`config.mk`:
```
export PLATFORM = sky130hd
export DESIGN_NAME = neuron_sequencer
export DESIGN_NICKNAME = d
export VERILOG_FILES = /design/src/rtl/neuron_pkg.sv /design/src/rtl/leak_shift.sv /design/src/rtl/neuron_sequencer.sv
export SDC_FILE = /design/constraint.sdc
export NUM_CORES = 1
export LEC_CHECK = 0
export ABC_CLOCK_PERIOD_IN_PS = 6900
export BUFFER_PORTS_ARGS = -buffer_cell sky130_fd_sc_hd__buf_4
export CAP_MARGIN = 10
export CELL_PAD_IN_SITES_DETAIL_PLACEMENT = 2
export CELL_PAD_IN_SITES_GLOBAL_PLACEMENT = 2
export CORE_UTILIZATION = 34
export DETAILED_ROUTE_END_ITERATION = 7
export HOLD_SLACK_MARGIN = 0.1
export PLACE_DENSITY_LB_ADDON = 0.1
export SYNTH_ARGS = -nofsm -noshare
export SYNTH_HDL_FRONTEND = slang
export SYNTH_HIERARCHICAL = 1
export SYNTH_SLANG_ARGS = --single-unit
```
`constraint.sdc`:
```
create_clock -name clk -period 6.9 [get_ports clk]
set_clock_uncertainty 0.2 [all_clocks]
set_input_delay 2.07 -clock clk [delete_from_list [all_inputs] [get_ports clk]]
set_output_delay 2.07 -clock clk [all_outputs]
set_load 0.005 [all_outputs]
```
`src/rtl/neuron_pkg.sv`:
```
// -----------------------------------------------------------------------------
// neuron_pkg
// Shared definitions for the leaky integrate-and-fire neuron sequencer:
// default parameter values and the sequencer state encoding.
// No ports (package).
// -----------------------------------------------------------------------------
package neuron_pkg;

    localparam int N_IN_DEF       = 8;    // number of synaptic inputs
    localparam int W_DEF          = 8;    // weight and potential width
    localparam int THRESH_DEF     = 128;  // firing threshold
    localparam int LEAK_SHIFT_DEF = 2;    // leak = v >> LEAK_SHIFT per tick
    localparam int REFRAC_DEF     = 2;    // refractory length in ticks

    typedef enum logic [2:0] {
        IDLE  = 3'd0,
        LEAK  = 3'd1,
        ACCUM = 3'd2,
        FIRE  = 3'd3,
        REFR  = 3'd4
    } state_t;

endpackage

```
`src/rtl/leak_shift.sv`:
```
// -----------------------------------------------------------------------------
// leak_shift
// Combinational membrane leak: v_leaked = v - (v >> LEAK_SHIFT).
// Shift-and-subtract only, so the result never exceeds v and never wraps.
// Ports:
//   v         in  W  current membrane potential
//   v_leaked  out W  potential after one timestep of leak
// -----------------------------------------------------------------------------
module leak_shift #(
    parameter int W          = 8,
    parameter int LEAK_SHIFT = 2
) (
    input  logic [W-1:0] v,
    output logic [W-1:0] v_leaked
);

    assign v_leaked = v - (v >> LEAK_SHIFT);

endmodule

```
`src/rtl/neuron_sequencer.sv`:
```
// -----------------------------------------------------------------------------
// neuron_sequencer
// Time-multiplexed leaky integrate-and-fire neuron. Each tick runs one
// timestep: leak (1 cycle), accumulate the weights of active synapses one per
// cycle (N_IN cycles), then a fire decision (1 cycle). While the refractory
// counter is nonzero a tick instead runs a single REFR cycle that holds the
// potential at 0.
// Ports:
//   clk        in  1     sole clock, rising edge
//   reset      in  1     synchronous, active-low reset
//   tick       in  1     one-cycle timestep strobe
//   inputs     in  N_IN  presynaptic spikes, sampled with tick
//   learn_en   in  1     enables learn pulses
//   w_addr     out 3     synapse weight index (0 outside ACCUM)
//   w_data     in  W     weight at w_addr, combinational same-cycle
//   spike_out  out 1     one-cycle fire pulse
//   learn      out 1     one-cycle STDP update strobe
//   pre_mask   out N_IN  inputs latched at the current tick
//   potential  out W     membrane potential register
//   busy       out 1     high outside IDLE
//   done       out 1     one-cycle end-of-timestep pulse
//   overrun    out 1     sticky: tick arrived while busy
// -----------------------------------------------------------------------------
module neuron_sequencer
    import neuron_pkg::*;
#(
    parameter int N_IN       = N_IN_DEF,
    parameter int W          = W_DEF,
    parameter int THRESH     = THRESH_DEF,
    parameter int LEAK_SHIFT = LEAK_SHIFT_DEF,
    parameter int REFRAC     = REFRAC_DEF
) (
    input  logic            clk,
    input  logic            reset,
    input  logic            tick,
    input  logic [N_IN-1:0] inputs,
    input  logic            learn_en,
    output logic [2:0]      w_addr,
    input  logic [W-1:0]    w_data,
    output logic            spike_out,
    output logic            learn,
    output logic [N_IN-1:0] pre_mask,
    output logic [W-1:0]    potential,
    output logic            busy,
    output logic            done,
    output logic            overrun
);

    localparam int              RW       = (REFRAC < 1) ? 1 : $clog2(REFRAC + 1);
    localparam logic [RW-1:0]   REFRAC_V = RW'(REFRAC);
    localparam logic [W-1:0]    THRESH_V = W'(THRESH);
    localparam logic [2:0]      LAST_IDX = 3'(N_IN - 1);

    state_t         state;
    logic [2:0]     idx;          // synapse currently being accumulated
    logic [RW-1:0]  refrac_cnt;   // remaining refractory ticks
    logic [W-1:0]   leaked;
    logic [W-1:0]   acc_sum;      // potential + w_data, saturated
    logic [W:0]     sum_ext;
    logic           fire;

    leak_shift #(
        .W          (W),
        .LEAK_SHIFT (LEAK_SHIFT)
    ) u_leak (
        .v        (potential),
        .v_leaked (leaked)
    );

    // Saturating add: the extra carry bit flags overflow, which clamps to all ones.
    always_comb begin
        // NOTE: every always_comb output gets a default first so no path can
        // leave it unassigned and infer a latch.
        sum_ext = '0;
        acc_sum = '0;
        sum_ext = {1'b0, potential} + {1'b0, w_data};
        acc_sum = sum_ext[W] ? '1 : sum_ext[W-1:0];
    end

    // Decision outputs are decoded from state so each is high for exactly
    // the one FIRE or REFR cycle.
    assign fire      = (state == FIRE) && (potential >= THRESH_V);
    assign spike_out = fire;
    assign learn     = fire && learn_en;
    assign done      = (state == FIRE) || (state == REFR);
    assign busy      = (state != IDLE);
    assign w_addr    = (state == ACCUM) ? idx : 3'd0;

    always_ff @(posedge clk) begin
        // NOTE: registered state uses non-blocking assignments so every
        // register updates from the values present before the edge.
        if (!reset) begin
            state      <= IDLE;
            idx        <= '0;
            refrac_cnt <= '0;
            potential  <= '0;
            pre_mask   <= '0;
            overrun    <= 1'b0;
        end else begin
            // A tick outside IDLE is dropped; remember that it happened.
            if (tick && (state != IDLE)) begin
                overrun <= 1'b1;
            end

            case (state)
                IDLE: begin
                    if (tick) begin
                        pre_mask <= inputs;
                        idx      <= '0;
                        state    <= (refrac_cnt != '0) ? REFR : LEAK;
                    end
                end
                LEAK: begin
                    potential <= leaked;
                    state     <= ACCUM;
                end
                ACCUM: begin
                    if (pre_mask[idx]) begin
                        potential <= acc_sum;
                    end
                    if (idx == LAST_IDX) begin
                        idx   <= '0;
                        state <= FIRE;
                    end else begin
                        idx <= idx + 3'd1;
                    end
                end
                FIRE: begin
                    if (fire) begin
                        potential  <= '0;
                        refrac_cnt <= REFRAC_V;
                    end
                    state <= IDLE;
                end
                REFR: begin
                    refrac_cnt <= refrac_cnt - RW'(1);
                    potential  <= '0;
                    state      <= IDLE;
                end
                default: begin
                    state <= IDLE;
                end
            endcase
        end
    end

endmodule

```
# After elaboration in Yosys (flattened, before gate mapping)
# Index checks and enable logic that the tools add are counted.
[totals]
ff_bits = 25
inputBits = 20
out_inout_bits = 24
[op_classes]
n_addsub = 4
order_cmp = 2
eq_ne = 9
muxes = 16
n_reduce_logical = 15
[op_table]
columns = ["operator", "n"]
rows = [
  ["8-bit one-hot mux with 4 select lines", 1],
  ["8-bit two-way mux", 3],
  ["3-bit two-way mux", 6],
  ["8-bit by 8-bit adder with 9-bit output", 1],
  ["3-bit one-hot mux with 3 select lines", 1],
  ["8-bit >= comparator (second input constant)", 1],
  ["2-bit AND reduction", 4],
  ["8-bit by 6-bit subtractor with 8-bit output", 1],
  ["3-bit by 2-bit == test with 1-bit output (second input constant)", 2],
  ["3-bit == test (second input constant)", 2],
  ["3-bit one-hot mux with 2 select lines", 1],
  ["2-bit nonzero test", 3],
  ["3-bit by 4-bit < comparator with 1-bit output (second input constant)", 1],
  ["2-bit by 1-bit inequality test with 1-bit output (second input constant)", 2],
  ["2-bit inequality test (second input constant)", 2],
  ["2-bit one-hot mux with 2 select lines", 1],
  ["4-bit nonzero test", 1],
  ["3-bit by 1-bit adder with 3-bit output (second input constant)", 1],
  ["1-bit binary-select mux with 3-bit select", 1],
  ["3-bit by 1-bit == test with 1-bit output (second input constant)", 1],
  ["1-bit logical AND", 3],
  ["3-bit zero test", 1],
  ["3-bit AND reduction", 1],
  ["3-bit nonzero test", 1],
  ["other kinds (4)", 4],
]

# Longest topological paths before layout
[depth]
ltp_word = 4
mapped_depth = 12

# Cells and area by module
# Netlist, hierarchy kept.
[by_module_without_submodules]
columns = ["mod", "n_inst", "cells_per_inst", "area_each_um2", "seq_area_each_um2"]
rows = [
  ["neuron_sequencer", 1, 200, 1672.9, 500.5],
  ["leak_shift", 1, 42, 306.5, 0.0],
]

# Worst setup path before layout
# Ideal clock, no wire load.
[synth_path]
kind = "input-to-output"
start = "in learn_en"
end = "out learn"
arrival_time_ns = 2.195
setup_slack_ns = 2.435
path_stages = 1
path_buffers = 0
path_cell_list = "and2_1"
[synth_between]
elab_chain_cells = 1
[synth_rtl]
columns = ["item", "line", "text"]
rows = [
  ["start, declared", "neuron_sequencer.sv:37", "input logic learn_en,"],
  ["1-bit logical AND", "neuron_sequencer.sv:84", "assign learn = fire && learn_en;"],
  ["end, declared", "neuron_sequencer.sv:41", "output logic learn,"],
]
# No other way between the ends.

# Worst setup path in the final report
# Ends and elaborated chain as after synthesis.

==> flow_summary.yaml <==
sta:
  finalMaxSlewViolations: 0
  final-setup-viol-count: 0
  final.setup.tns_ps: 0
  maxSlewHeadroom_pct: 55.2
  max_slew.worst_pin.slew_ps: 667
  finalCriticalPeriod_ps: 4700
  hold_vio_cnt_final: 0
  fmax_mhz: 213
  timing.final.crit_share_pct: 68.1
  fin_worst_hold_slack_ps: 291
  rsz0062_at_grt: "no"
placed_design:
  port-buffer-count: 43
  post_detail_place_hpwl_um: 4510
  dpl-instance-area_mm2: 0.00235
  finalWeightedCongestion: 0.668
power:
  combinationalPowerShare_pct: 45.6
  netSwitchingFraction_pct: 38.8
  static_leakage_nw: 1.03
  power.share.sequential_pct: 36.1
  powerDensity_mw_per_mm2: 205
  p_int_mw: 0.300
  ir_drop_mv: 0.0738
  clock_power_share_pct: 18.4
  switchingPower_mw: 0.190
synth:
  synthesis.area_mm2: 0.00198
  synth.distinct_cells: 52
  yosys_register_bits: 25
  sequential_fraction_of_the_synthesis_area_pct: 25.3
  synthesis.area_per_instance_um2: 8.18
  postSynthCellCount: 242
  number_of_enable_type_register_cells_in_the_synthesized_netlist: 0
  synthesis.yosys.warnings: 6
  postSynthNetCount: 281
  synth_async_sr_flop_share_pct: 0
  yosys_most_used_dff: "sky130_fd_sc_hd__dfxtp_1"
setup_path:
  startpoint_type: "primary input"
  cp.required_ps: 4630
  crit_path_end: "learn"
  cp_data_arrival_time_ps: 2430
  timing.critical_path.to_type: "output pin"
  path_max_fanout: 1
  critPathKind: "primary input to output pin"
  worst_r2r_path_depth: 11
  crit-reg2reg-capture: "potential[6]$_SDFFE_PN0P_"
  startpoint: "learn_en"
  timing.rr.start: "potential[2]$_SDFFE_PN0P_"
  regToRegSetupSlack_ps: 3900
clock_network:
  clock_latency_ps: 270
  cts_made_buffers: 3
  h_tree_depth_reported_by_cts: 1
  cts.path.max_buffers: 2
  cts_tree: "yes"
  clock-sinks: 25
  post_cts_resize_count: 0
  cts-root-buf: "sky130_fd_sc_hd__clkbuf_8"
  post-cts-setup-buffers: 0
  clock_pin_slew_worst_setup_and_hold_paths_ps: 90
  cts_hold_buffers: 0
die:
  die_span_y_um: 78.3
  io_pins: 44
  core_mm2: 0.00557
  die_area_mm2: 0.00613
  initial_utilization_pct: 35.5
  die-width_um: 78.3
  site_row_count: 27
hold_path:
  min_delay_path_class: "flip-flop to flip-flop"
global_routing:
  grt_pass1_vias: 2015
  globalRouteTotalUtil_pct: 20.6
  grt_max_degree: 26
  overflow: 0
  antenna_violations_before_repair: 0
  grt_pass1_wl_um: 10000
finish:
  nNetsFinal: 319
  finish.instance_area_mm2: 0.00239
  commonest_non_fill_non_tap_cell_in_the_layout: "sky130_fd_sc_hd__buf_4"
  fraction_of_layout_instances_using_a_drive_strength_above_1_pct: 21.9
  final_cell_mix: "sky130_fd_sc_hd__buf_4, sky130_fd_sc_hd__nand2_1, sky130_fd_sc_hd__dfxtp_1"
  flow.area_growth_from_synthesis_pct: 20.8
  diodes: 0
detailed_routing:
  drt-wirelength-per-cell_um: 16.4
  pre_repair_dr_iteration_count: 4
  viasPerCell: 5.46
  num_vias: 1918
  antenna_violating_nets_post_route: 0
  wire_length_after_detailed_routing_um: 5770
  first_iter_violations: 48
  drc: 0
status:
  status: "finished, final reports clean"
run:
  timing.max_cap.violations: 0
worst max-delay path, cell delays in order:
cell	delay [ps]
sky130_fd_sc_hd__buf_4	100
sky130_fd_sc_hd__and2_1	130
sky130_fd_sc_hd__buf_4	130
area by class of cell:
cell class | count | area, µm²
fill | 652 | 3180
tap | 72 | 90.1
timing repair buffer | 43 | 323
clock buffer | 4 | 45.0
multi-input combinational | 191 | 1370
inverter | 16 | 60.1
sequential | 25 | 500
power groups by stage:
stage                     clock network [mW]  logic [mW]  registers, mW
final                                 0.0899       0.223          0.177
after global routing                  0.0996       0.251          0.180
after CTS                             0.0930       0.228          0.177
after detailed placement                   0       0.226          0.180
after global placement                     0       0.216          0.180
after floorplan                            0       0.163          0.171
cell families (layout without fill, tap and decap cells):
family | after synthesis | in the layout | synth area share (%)
and+or+nand+nor | 83 | 83 | 21.8
AOI/OAI and AO/OA | 75 | 75 | 27.7
buffers and inverters | 26 | 63 | 5.37
DFF | 25 | 25 | 25.3
adders and majority gates | 19 | 19 | 12.8
xor gates and xnor gates | 11 | 11 | 4.87
muxes | 3 | 3 | 2.21
sequential cells by signal (all words and copies together), names as in the netlist:
name        cells
overrun         1
refrac_cnt      2
state           3
potential       8
pre_mask        8
idx             3
metal layers:
metal / GRT usage, % / vias up / wire, µm
met2: 38.9 / 28 / 3030
met3: 1.05 / 5 / 96
met5: 0 / - / 0
li1: - / 953 / -
met4: 6.67 / 0 / 80
met1: 24.6 / 932 / 2570
per-stage QoR:
step	cells	util (%)	setup slack, ps	power, mW
2_1_floorplan	242	-	2440	0.334
3_3_place_gp	347	42.1	2210	0.395
3_5_place_dp	347	42.1	2200	0.407
4_1_cts	351	42.9	2200	0.498
5_1_grt	351	42.9	2180	0.530
6_report	351	42.9	2200	0.490
worst min path at each step:
stage / from / to / cells past startpoint
finish: pre_mask[6]$_SDFFE_PN0P_ / pre_mask[6]$_SDFFE_PN0P_ / 2
global route: pre_mask[6]$_SDFFE_PN0P_ / pre_mask[6]$_SDFFE_PN0P_ / 2
CTS: pre_mask[6]$_SDFFE_PN0P_ / pre_mask[6]$_SDFFE_PN0P_ / 2
detailed placement: pre_mask[6]$_SDFFE_PN0P_ / pre_mask[6]$_SDFFE_PN0P_ / 2
global placement: pre_mask[6]$_SDFFE_PN0P_ / pre_mask[6]$_SDFFE_PN0P_ / 2
floorplan: refrac_cnt[0]$_SDFFE_PN0P_ / refrac_cnt[0]$_SDFFE_PN0P_ / 1
Yosys cell counts (all sizes together), types with 3 or more instances:
cell type  number  area share (%)
and2            4             1.3
clkbuf          8             1.5
nor2            6             1.3
inv            16             3.0
a21oi          11             3.2
nand2          37             7.0
xor2            6             2.7
dfxtp          25              25
nor2b           5             1.6
o31ai           7             2.7
xnor2           5             2.2
nor3            5             1.3
o21ai          15             3.8
o211ai          3             1.4
a21o            3             1.1
a31oi           8             4.1
ha             17              11
nand3           7             1.8
or3             3            0.95
a21boi         10             3.8
a211oi          4             1.5
nor3b           5             2.1
and3            5             1.6
(Power assumes the default switching activity.)
